[config.mk]
export PLATFORM = sky130hd
export DESIGN_NAME = transfer_sequencer
export DESIGN_NICKNAME = d
export VERILOG_FILES = /design/src/rtl/transfer_sequencer_pkg.sv /design/src/rtl/transfer_sequencer_updown_counter.sv /design/src/rtl/transfer_sequencer.sv
export SDC_FILE = /design/constraint.sdc
export NUM_CORES = 1
export LEC_CHECK = 0
export ABC_AREA = 1
export CORE_MARGIN = 2
export CORE_UTILIZATION = 60
export DETAILED_ROUTE_END_ITERATION = 7
export DONT_BUFFER_PORTS = 1
export PLACE_DENSITY = 0.76
export RECOVER_POWER = 25
export SYNTH_ARGS = -nofsm -noshare
export SYNTH_HDL_FRONTEND = slang
export SYNTH_SLANG_ARGS = --single-unit
[constraint.sdc]
create_clock -name CLK -period 2.2 [get_ports CLK]
set_input_delay 0.55 -clock CLK [delete_from_list [all_inputs] [get_ports CLK]]
set_output_delay 0.55 -clock CLK [all_outputs]
set_load 0.01 [all_outputs]
[src/rtl/transfer_sequencer_pkg.sv]
// Shared definitions for the transfer sequencer: opcodes, FSM states,
// control-register field positions and word-counter modes.
package transfer_sequencer_pkg;

  localparam logic [2:0] OP_LDCR = 3'b000;
  localparam logic [2:0] OP_RDST = 3'b001;
  localparam logic [2:0] OP_RDWC = 3'b010;
  localparam logic [2:0] OP_RDAC = 3'b011;
  localparam logic [2:0] OP_LDWC = 3'b100;
  localparam logic [2:0] OP_LDAC = 3'b101;
  localparam logic [2:0] OP_STEP = 3'b110;
  localparam logic [2:0] OP_RUN  = 3'b111;

  typedef enum logic [1:0] {
    S_IDLE = 2'd0,
    S_REQ  = 2'd1,
    S_DONE = 2'd2
  } state_t;

  // CR[2] is the address direction, CR[1:0] the word-counter mode
  localparam int CR_DIR     = 2;
  localparam int CR_MODE_HI = 1;
  localparam int CR_MODE_LO = 0;

  localparam logic [1:0] WC_DOWN    = 2'b00;
  localparam logic [1:0] WC_UP_ZERO = 2'b01;
  localparam logic [1:0] WC_FROZEN  = 2'b10;
  localparam logic [1:0] WC_UP_LOAD = 2'b11;

  function automatic logic is_read_op(input logic [2:0] op);
    return (op == OP_RDST) || (op == OP_RDWC) || (op == OP_RDAC);
  endfunction

endpackage

[src/rtl/transfer_sequencer_updown_counter.sv]
// Loadable up/down counter that wraps modulo 2^W. The wrap output flags that
// the count sits on the boundary for the current direction (all ones when
// counting up, zero when counting down), so an enabled step here wraps.
module updown_counter #(
  parameter int W = 8
) (
  input  logic         clk,
  input  logic         rst_n,
  input  logic         load,
  input  logic [W-1:0] load_value,
  input  logic         enable,
  input  logic         up,
  output logic [W-1:0] count,
  output logic         wrap
);

  localparam logic [W-1:0] ONE = {{(W-1){1'b0}}, 1'b1};

  // Load has priority over stepping; stepping wraps naturally in W bits
  always_ff @(posedge clk or negedge rst_n) begin
    if (!rst_n) begin
      count <= '0;
    end else if (load) begin
      count <= load_value;
    end else if (enable) begin
      count <= up ? (count + ONE) : (count - ONE);
    end
  end

  assign wrap = up ? (&count) : ~(|count);

endmodule

[src/rtl/transfer_sequencer.sv]
// Opcode-driven memory transfer sequencer: an address counter (AC) and a word
// counter (WC) step on each acknowledged transfer, under a small IDLE/REQ/DONE
// state machine that runs single steps or bursts.
module transfer_sequencer
  import transfer_sequencer_pkg::*;
#(
  parameter int AW = 8,
  parameter int WW = 8,
  parameter int DW = 8
) (
  input  logic          CLK,
  input  logic          RST_N,
  input  logic [2:0]    I,
  input  logic          IVALID,
  output logic          IREADY,
  input  logic [DW-1:0] DIN,
  output logic [DW-1:0] DOUT,
  output logic          DVALID,
  output logic [AW-1:0] MADDR,
  output logic          MREQ,
  input  logic          MACK,
  input  logic          ABORT,
  output logic          BUSY,
  output logic          DONE,
  output logic          WRAP
);

  localparam logic [WW-1:0] WC_ONE = {{(WW-1){1'b0}}, 1'b1};

  state_t        state;
  state_t        state_next;
  logic [2:0]    cr;
  logic          wrap_flag;
  logic          run_mode;
  logic          abort_pending;
  logic [AW-1:0] ac;
  logic [WW-1:0] wc;
  logic          ac_wrap;
  logic          wc_wrap;
  logic [1:0]    wc_mode;
  logic          accept;
  logic          xfer;
  logic          ac_load;
  logic          wc_load;
  logic          wc_enable;
  logic          wc_up;
  logic          wc_last;
  logic [WW-1:0] wc_load_value;
  logic [DW-1:0] read_value;
  logic [DW-1:0] dout_reg;
  logic          dvalid_reg;

  assign IREADY = (state == S_IDLE);
  assign MREQ   = (state == S_REQ);
  assign DONE   = (state == S_DONE);
  assign BUSY   = (state == S_REQ) || (state == S_DONE);
  assign WRAP   = wrap_flag;
  assign MADDR  = ac;
  assign DOUT   = dout_reg;
  assign DVALID = dvalid_reg;

  assign wc_mode = cr[CR_MODE_HI:CR_MODE_LO];
  assign accept  = IVALID && IREADY;
  assign xfer    = (state == S_REQ) && MACK;

  assign ac_load       = accept && (I == OP_LDAC);
  assign wc_load       = accept && (I == OP_LDWC);
  assign wc_load_value = (wc_mode == WC_UP_ZERO) ? '0 : DIN[WW-1:0];
  assign wc_enable     = xfer && (wc_mode != WC_FROZEN);
  assign wc_up         = (wc_mode != WC_DOWN);
  assign wc_last       = (wc == WC_ONE);

  updown_counter #(.W(AW)) u_ac (
    .clk        (CLK),
    .rst_n      (RST_N),
    .load       (ac_load),
    .load_value (DIN[AW-1:0]),
    .enable     (xfer),
    .up         (~cr[CR_DIR]),
    .count      (ac),
    .wrap       (ac_wrap)
  );

  updown_counter #(.W(WW)) u_wc (
    .clk        (CLK),
    .rst_n      (RST_N),
    .load       (wc_load),
    .load_value (wc_load_value),
    .enable     (wc_enable),
    .up         (wc_up),
    .count      (wc),
    .wrap       (wc_wrap)
  );

  // State register
  always_ff @(posedge CLK or negedge RST_N) begin
    if (!RST_N) begin
      state <= S_IDLE;
    end else begin
      state <= state_next;
    end
  end

  // Next state: a burst ends on a down-count reaching zero or on an abort
  // seen at or before the acknowledge; an empty down-count burst skips REQ
  always_comb begin
    state_next = state;
    case (state)
      S_IDLE: begin
        if (accept && (I == OP_STEP)) begin
          state_next = S_REQ;
        end else if (accept && (I == OP_RUN)) begin
          if ((wc_mode == WC_DOWN) && wc_wrap) begin
            state_next = S_DONE;
          end else begin
            state_next = S_REQ;
          end
        end
      end
      S_REQ: begin
        if (MACK) begin
          if (!run_mode || ABORT || abort_pending ||
              ((wc_mode == WC_DOWN) && wc_last)) begin
            state_next = S_DONE;
          end
        end
      end
      S_DONE:  state_next = S_IDLE;
      default: state_next = S_IDLE;
    endcase
  end

  // Control register, sticky wrap flag and burst bookkeeping
  always_ff @(posedge CLK or negedge RST_N) begin
    if (!RST_N) begin
      cr            <= 3'b000;
      wrap_flag     <= 1'b0;
      run_mode      <= 1'b0;
      abort_pending <= 1'b0;
    end else begin
      if (accept && (I == OP_LDCR)) begin
        cr        <= DIN[2:0];
        wrap_flag <= 1'b0;
      end else if (xfer && ac_wrap) begin
        wrap_flag <= 1'b1;
      end
      if (accept && ((I == OP_STEP) || (I == OP_RUN))) begin
        run_mode      <= (I == OP_RUN);
        abort_pending <= 1'b0;
      end else if ((state == S_REQ) && ABORT && !MACK) begin
        abort_pending <= 1'b1;
      end
    end
  end

  // Read mux; status puts WRAP and BUSY at the top of the bus and CR at the bottom
  always_comb begin
    read_value = '0;
    case (I)
      OP_RDST: begin
        read_value[DW-1] = wrap_flag;
        read_value[DW-2] = BUSY;
        read_value[2:0]  = cr;
      end
      OP_RDWC: read_value[WW-1:0] = wc;
      OP_RDAC: read_value[AW-1:0] = ac;
      default: read_value = '0;
    endcase
  end

  // Read data is captured on acceptance and flagged valid for one cycle
  always_ff @(posedge CLK or negedge RST_N) begin
    if (!RST_N) begin
      dout_reg   <= '0;
      dvalid_reg <= 1'b0;
    end else begin
      dvalid_reg <= accept && is_read_op(I);
      if (accept && is_read_op(I)) begin
        dout_reg <= read_value;
      end
    end
  end

endmodule
## Word level (Yosys, flattened, before mapping)

Index checks and enable logic that the tools add are counted.

- Flip-flop bits (word level): 33
- Bits of input ports: 16

- Add/subtract/negate cells: 4
- Eq/ne operators: 15
- Mux-type cells: 22
- Bitwise logic cells: 2
- Reduce and logical (&&, ||, !) cells: 37

Operator list:

| cell | number |
|---|---|
| two-way mux 8 bit | 7 |
| adder 8 x 1 -> 8 bit, second input constant | 2 |
| AND reduction 8 bit | 2 |
| OR reduction 8 bit | 2 |
| subtractor 8 x 1 -> 8 bit, second input constant | 2 |
| logical AND 1 bit | 15 |
| equality test 3 bit, second input constant | 4 |
| two-way mux 2 bit | 5 |
| nonzero test 2 bit | 5 |
| one-hot mux 3 bit (3 select lines) | 1 |
| equality test 8 x 1 -> 1 bit, second input constant | 1 |
| logical OR 1 bit | 7 |
| equality test 3 x 2 -> 1 bit, second input constant | 2 |
| two-way mux 1 bit | 6 |
| one-hot mux 2 bit (3 select lines) | 1 |
| one-hot mux 3 bit (2 select lines) | 1 |
| equality test 2 x 1 -> 1 bit, second input constant | 2 |
| logical NOT 2 bit | 2 |
| inequality test 2 x 1 -> 1 bit, second input constant | 2 |
| one-hot mux 2 bit (2 select lines) | 1 |
| equality test 3 x 1 -> 1 bit, second input constant | 1 |
| logical NOT 3 bit | 1 |
| inequality test 3 x 1 -> 1 bit, second input constant | 1 |
| AND reduction 3 bit | 1 |
| other kinds (4) | 6 |

## Longest topological paths before layout

- Depth in word-level cells: 8
- Mapped depth: 10
- Gate-level depth less buffers: 10

## Cells and area by module

Synthesis repeated with hierarchy kept, for this count alone.

- Cells, all modules: 364
- Area, all modules: 2,544.9 µm²

By module, submodules not included:

| module | instances | cells an instance | area an instance (µm²) | sequential area each (µm²) |
|---|---|---|---|---|
| transfer_sequencer | 1 | 159 | 1,093.5 | 425.4 |
| updown_counter (u_ac) | 1 | 106 | 730.7 | 200.2 |
| updown_counter (u_wc) | 1 | 99 | 720.7 | 200.2 |

## Worst setup path before layout

OpenSTA, ideal clock, no wires.

- Path type: reg2reg
- Start point: register u_ac.count[0]
- End point: register u_ac.count[6]
- Library setup time: 124 ps
- Arrival: 1,527 ps
- Path slack: 549 ps
- Stages on the path, launching flop included: 10
- Buffers on the path: 0
- Clock period less this slack: 1,651 ps
- Cells stage by stage: dfrtp_1 > inv_1 > fa_1 > nand3b_1 > nand2_1 > nand3_1 > nand2_1 > nand2_1 > nand3_1 > nand3_1

- Word-level cells in the longest chain between the ends: 4
- Elaborated cells on any way between the ends: 5

Ends and longest elaborated chain:

| element | RTL line | RTL |
|---|---|---|
| start: declaration | transfer_sequencer_updown_counter.sv:13 | `output logic [W-1:0] count,` |
| start signal: assignment | transfer_sequencer_updown_counter.sv:24 | `count <= load_value;` |
| start signal: assignment | transfer_sequencer_updown_counter.sv:26 | `count <= up ? (count + ONE) : (count - ONE);` |
| adder 8 x 1 -> 8 bit or subtractor 8 x 1 -> 8 bit (tied branches) | transfer_sequencer_updown_counter.sv:26 |  |
| two-way mux 8 bit * | transfer_sequencer_updown_counter.sv:26 |  |
| two-way mux 8 bit * | transfer_sequencer_updown_counter.sv:25 | `end else if (enable) begin` |
| two-way mux 8 bit * | transfer_sequencer_updown_counter.sv:23 | `end else if (load) begin` |

Every way passes the cells marked *; elsewhere a longest branch is shown, timed or not. The select of a mux whose other input is x is not followed.
A chain may end at the register's enable or synchronous reset.

## Final worst setup path

- Start point: register state[0]
- End point: register u_wc.count[2]

- Word-level cells in the longest chain between the ends: 4
- Elaborated cells on any way between the ends: 8

Ends and longest elaborated chain:

| element | RTL line | RTL |
|---|---|---|
| start: declaration | transfer_sequencer.sv:30 | `state_t state;` |
| start signal: assignment | transfer_sequencer.sv:100 | `state <= state_next;` |
| logical NOT 2 bit * | transfer_sequencer.sv:53 | `assign IREADY = (state == S_IDLE);` |
| named net IREADY | transfer_sequencer.sv:15 | `output logic IREADY,` |
| logical AND 1 bit * | transfer_sequencer.sv:63 | `assign accept = IVALID && IREADY;` |
| logical AND 1 bit * | transfer_sequencer.sv:67 | `assign wc_load = accept && (I == OP_LDWC);` |
| two-way mux 8 bit or nonzero test 2 bit (tied branches) | n/a |  |
| end signal: assignment | transfer_sequencer_updown_counter.sv:24 |  |
| end signal: assignment | transfer_sequencer_updown_counter.sv:26 |  |
| end: declaration | transfer_sequencer_updown_counter.sv:13 |  |

The timed path passes the listed nets; every way through them passes the cells marked *.

==> flow_summary.ini <==
[cells_and_area]
layout_common_cells = nand2_1, inv_1, nor2_1
syn_to_final_growth_pct = 6.08
finish.instance_area_um2 = 2400
antennaDiodeCount = 0
drive_above_1_share_pct = 4.20
fillCellCount = 335
nets = 362
final_common_cell = nand2_1

[synth]
synth-seq-area-share_pct = 36.5
netlist_area_um2 = 2260
netlist_instances = 325
yosysUniqueCellTypes = 30
yosysWarnings = 0
post-synth-top-area-cell = dfrtp_1
synthTopCellsByArea = dfrtp_1, nand2_1, ha_1, nand3_1, inv_1
ys_ff_latch = 33
synth_top_area_share_pct = 36.5
syn-mean-instance-area_um2 = 6.97
synth_nets = 355

[die]
die_x_um = 65.4
die_area_um2 = 4280
start_util_pct = 62.3
die_h_um = 65.4
rows = 22
ioPinCount = 38
core-area_um2 = 3630

[worst_setup_path]
r2r_end = u_wc.count[2]
cp_max_fo = 10
cp_data_arrival_time_ps = 2080
critPathCapture = u_wc.count[2]
required_ps = 2410
crit_type = flip-flop to flip-flop
worstSetupStartpointType = flip-flop
worst_r2r_startpoint = state[0]
crit_path_end_kind = flip-flop
rr_worst_depth = 8
r2r_slack_ps = 330
crit_path_start = state[0]

[timing]
slew_headroom_pct = -15.0
setup_viol_count_final = 0
slew_violations = 34
period_share_pct = 85.0
max_freq_ghz = 0.535
tightestPinTransition_ps = 1730
hold_viol = 0
skew_ps = 8.87
period_needed_ps = 1870
rsz0062_at_grt = false
fin_setup_tns_ps = 0

[grt]
grt_usage_pct = 28.2
antenna_found_initial = 0
overflow = 0
grt_pass1_vias = 2039
grt_max_degree = 34
grt_pass1_wl_um = 9360

[clocking]
cts_buffer_depth = 2
cts_htree_levels = 2
cts_tree = yes
numCtsBuffers = 5
clock-sinks = 33
cts.reportedPaths.clkPinSlew_ps = 70
worstSkewPairLatency_ps = 290
root_buffer = clkbuf_8

[route]
detail_route.wl_per_cell_um = 14.3
antenna_left = 0
vias = 2145
first_pass_iters = 4
wl_um = 5430
routed_via_density = 5.63
drt_iter0_drc = 149
drc_errors = 0

[hold_path]
hold_depth = 2
min_path_type = input port to flip-flop

[power]
power_density_nw_per_um2 = 1510
p_leak_uw = 0.00126
peakVddDrop_mv = 0.909

[placement]
place_area_um2 = 2320
place_congestion = 0.859
io_buffers = 0
dpl.hpwl_um = 4170

[run]
max_cap_viol_count = 1

[outcome]
violations = capacitance limit, slew limit
status = complete, but fails checks
[per-stage QoR]
step	total power, µW	instances	utilization (%)	hold slack [ps]	worst slack [ps]
6_report	3620	381	66.1	385	330
5_1_grt	3970	381	66.1	385	102
4_1_cts	3620	381	66.6	91.0	332
3_5_place_dp	3160	372	63.7	255	369
3_3_place_gp	3110	372	63.7	255	413
2_1_floorplan	2700	325	-	254	549
[final cells by class]
type | count | area (µm²) | area share (%)
Multi-Input combinational cell | 246 | 1250 | 52.0
Sequential cell | 33 | 826 | 34.4
Inverter | 42 | 158 | 6.56
Clock buffer | 6 | 72.6 | 3.02
Tap cell | 48 | 60.1 | 2.50
Timing Repair Buffer | 4 | 26.3 | 1.09
Clock inverter | 2 | 10.0 | 0.417
[power by group]
part	switching (µW)	total, µW	internal [µW]
sequential	466	1360	889
clock	221	440	219
combinational	1120	1830	711
total	1800	3620	1820
[critical path: stages (launching register included)]
cell	delay, ps
dfrtp_1	380
inv_1	100
ha_1	300
nand3_1	150
nor2_2	170
or2_1	320
buf_4	200
nor2_1	40
a31oi_1	130
[Yosys cell counts (all sizes together)]
cell,n
a21boi,1
a21o,1
a21oi,19
a22oi,4
a31oi,6
buf,2
clkbuf,2
dfrtp,33
fa,1
ha,13
inv,42
nand2,95
nand3,32
nand3b,3
nand4,2
nor2,38
nor3,3
o21a,1
o21ai,16
o21bai,1
o221ai,3
o22ai,3
or2,1
xnor2,2
xor2,1
[how the worst min path moves through the flow]
stage	from	slack, ps	end
finish	DIN[2]	380	cr[2]
global route	DIN[2]	390	cr[2]
CTS	RST_N	90	DOUT[4]
detailed placement	RST_N	260	DOUT[4]
global placement	RST_N	260	DOUT[5]
floorplan	RST_N	250	DOUT[0]
[flip-flops by register name, indices dropped and copies added, names as in the netlist]
register and count:
DOUT 8, state 2, u_wc.count 8, DVALID 1, u_ac.count 8, abort_pending 1
cr 3, run_mode 1, WRAP 1
[metal layers]
| metal | vias up | part of all wire, % | track usage (%) |
|---|---|---|---|
| li1 | 1077 | - | - |
| met1 | 985 | 44 | 36.6 |
| met2 | 72 | 47 | 45.5 |
| met3 | 11 | 7.5 | 8.22 |
| met4 | 0 | 1.6 | 8.59 |
| met5 | - | 0 | 0 |
[repair_timing]
action,CTS,global route
resized for setup,0,0
hold endpoints to repair,33,0
buffers inserted,0,0
hold buffers,1,0
[kinds of logic (layout without fill, tap and decap cells)]
| kind of cell | count (synthesis) | in the layout | synth area share, % |
|---|---|---|---|
| compound gates | 55 | 55 | 14.0 |
| xor+xnor | 3 | 3 | 1.16 |
| fa+ha+maj | 14 | 14 | 8.07 |
| buf+inv | 46 | 54 | 8.34 |
| flops | 33 | 33 | 36.5 |
| simple gates | 174 | 174 | 31.9 |
Power figures use the tool's default switching activity.
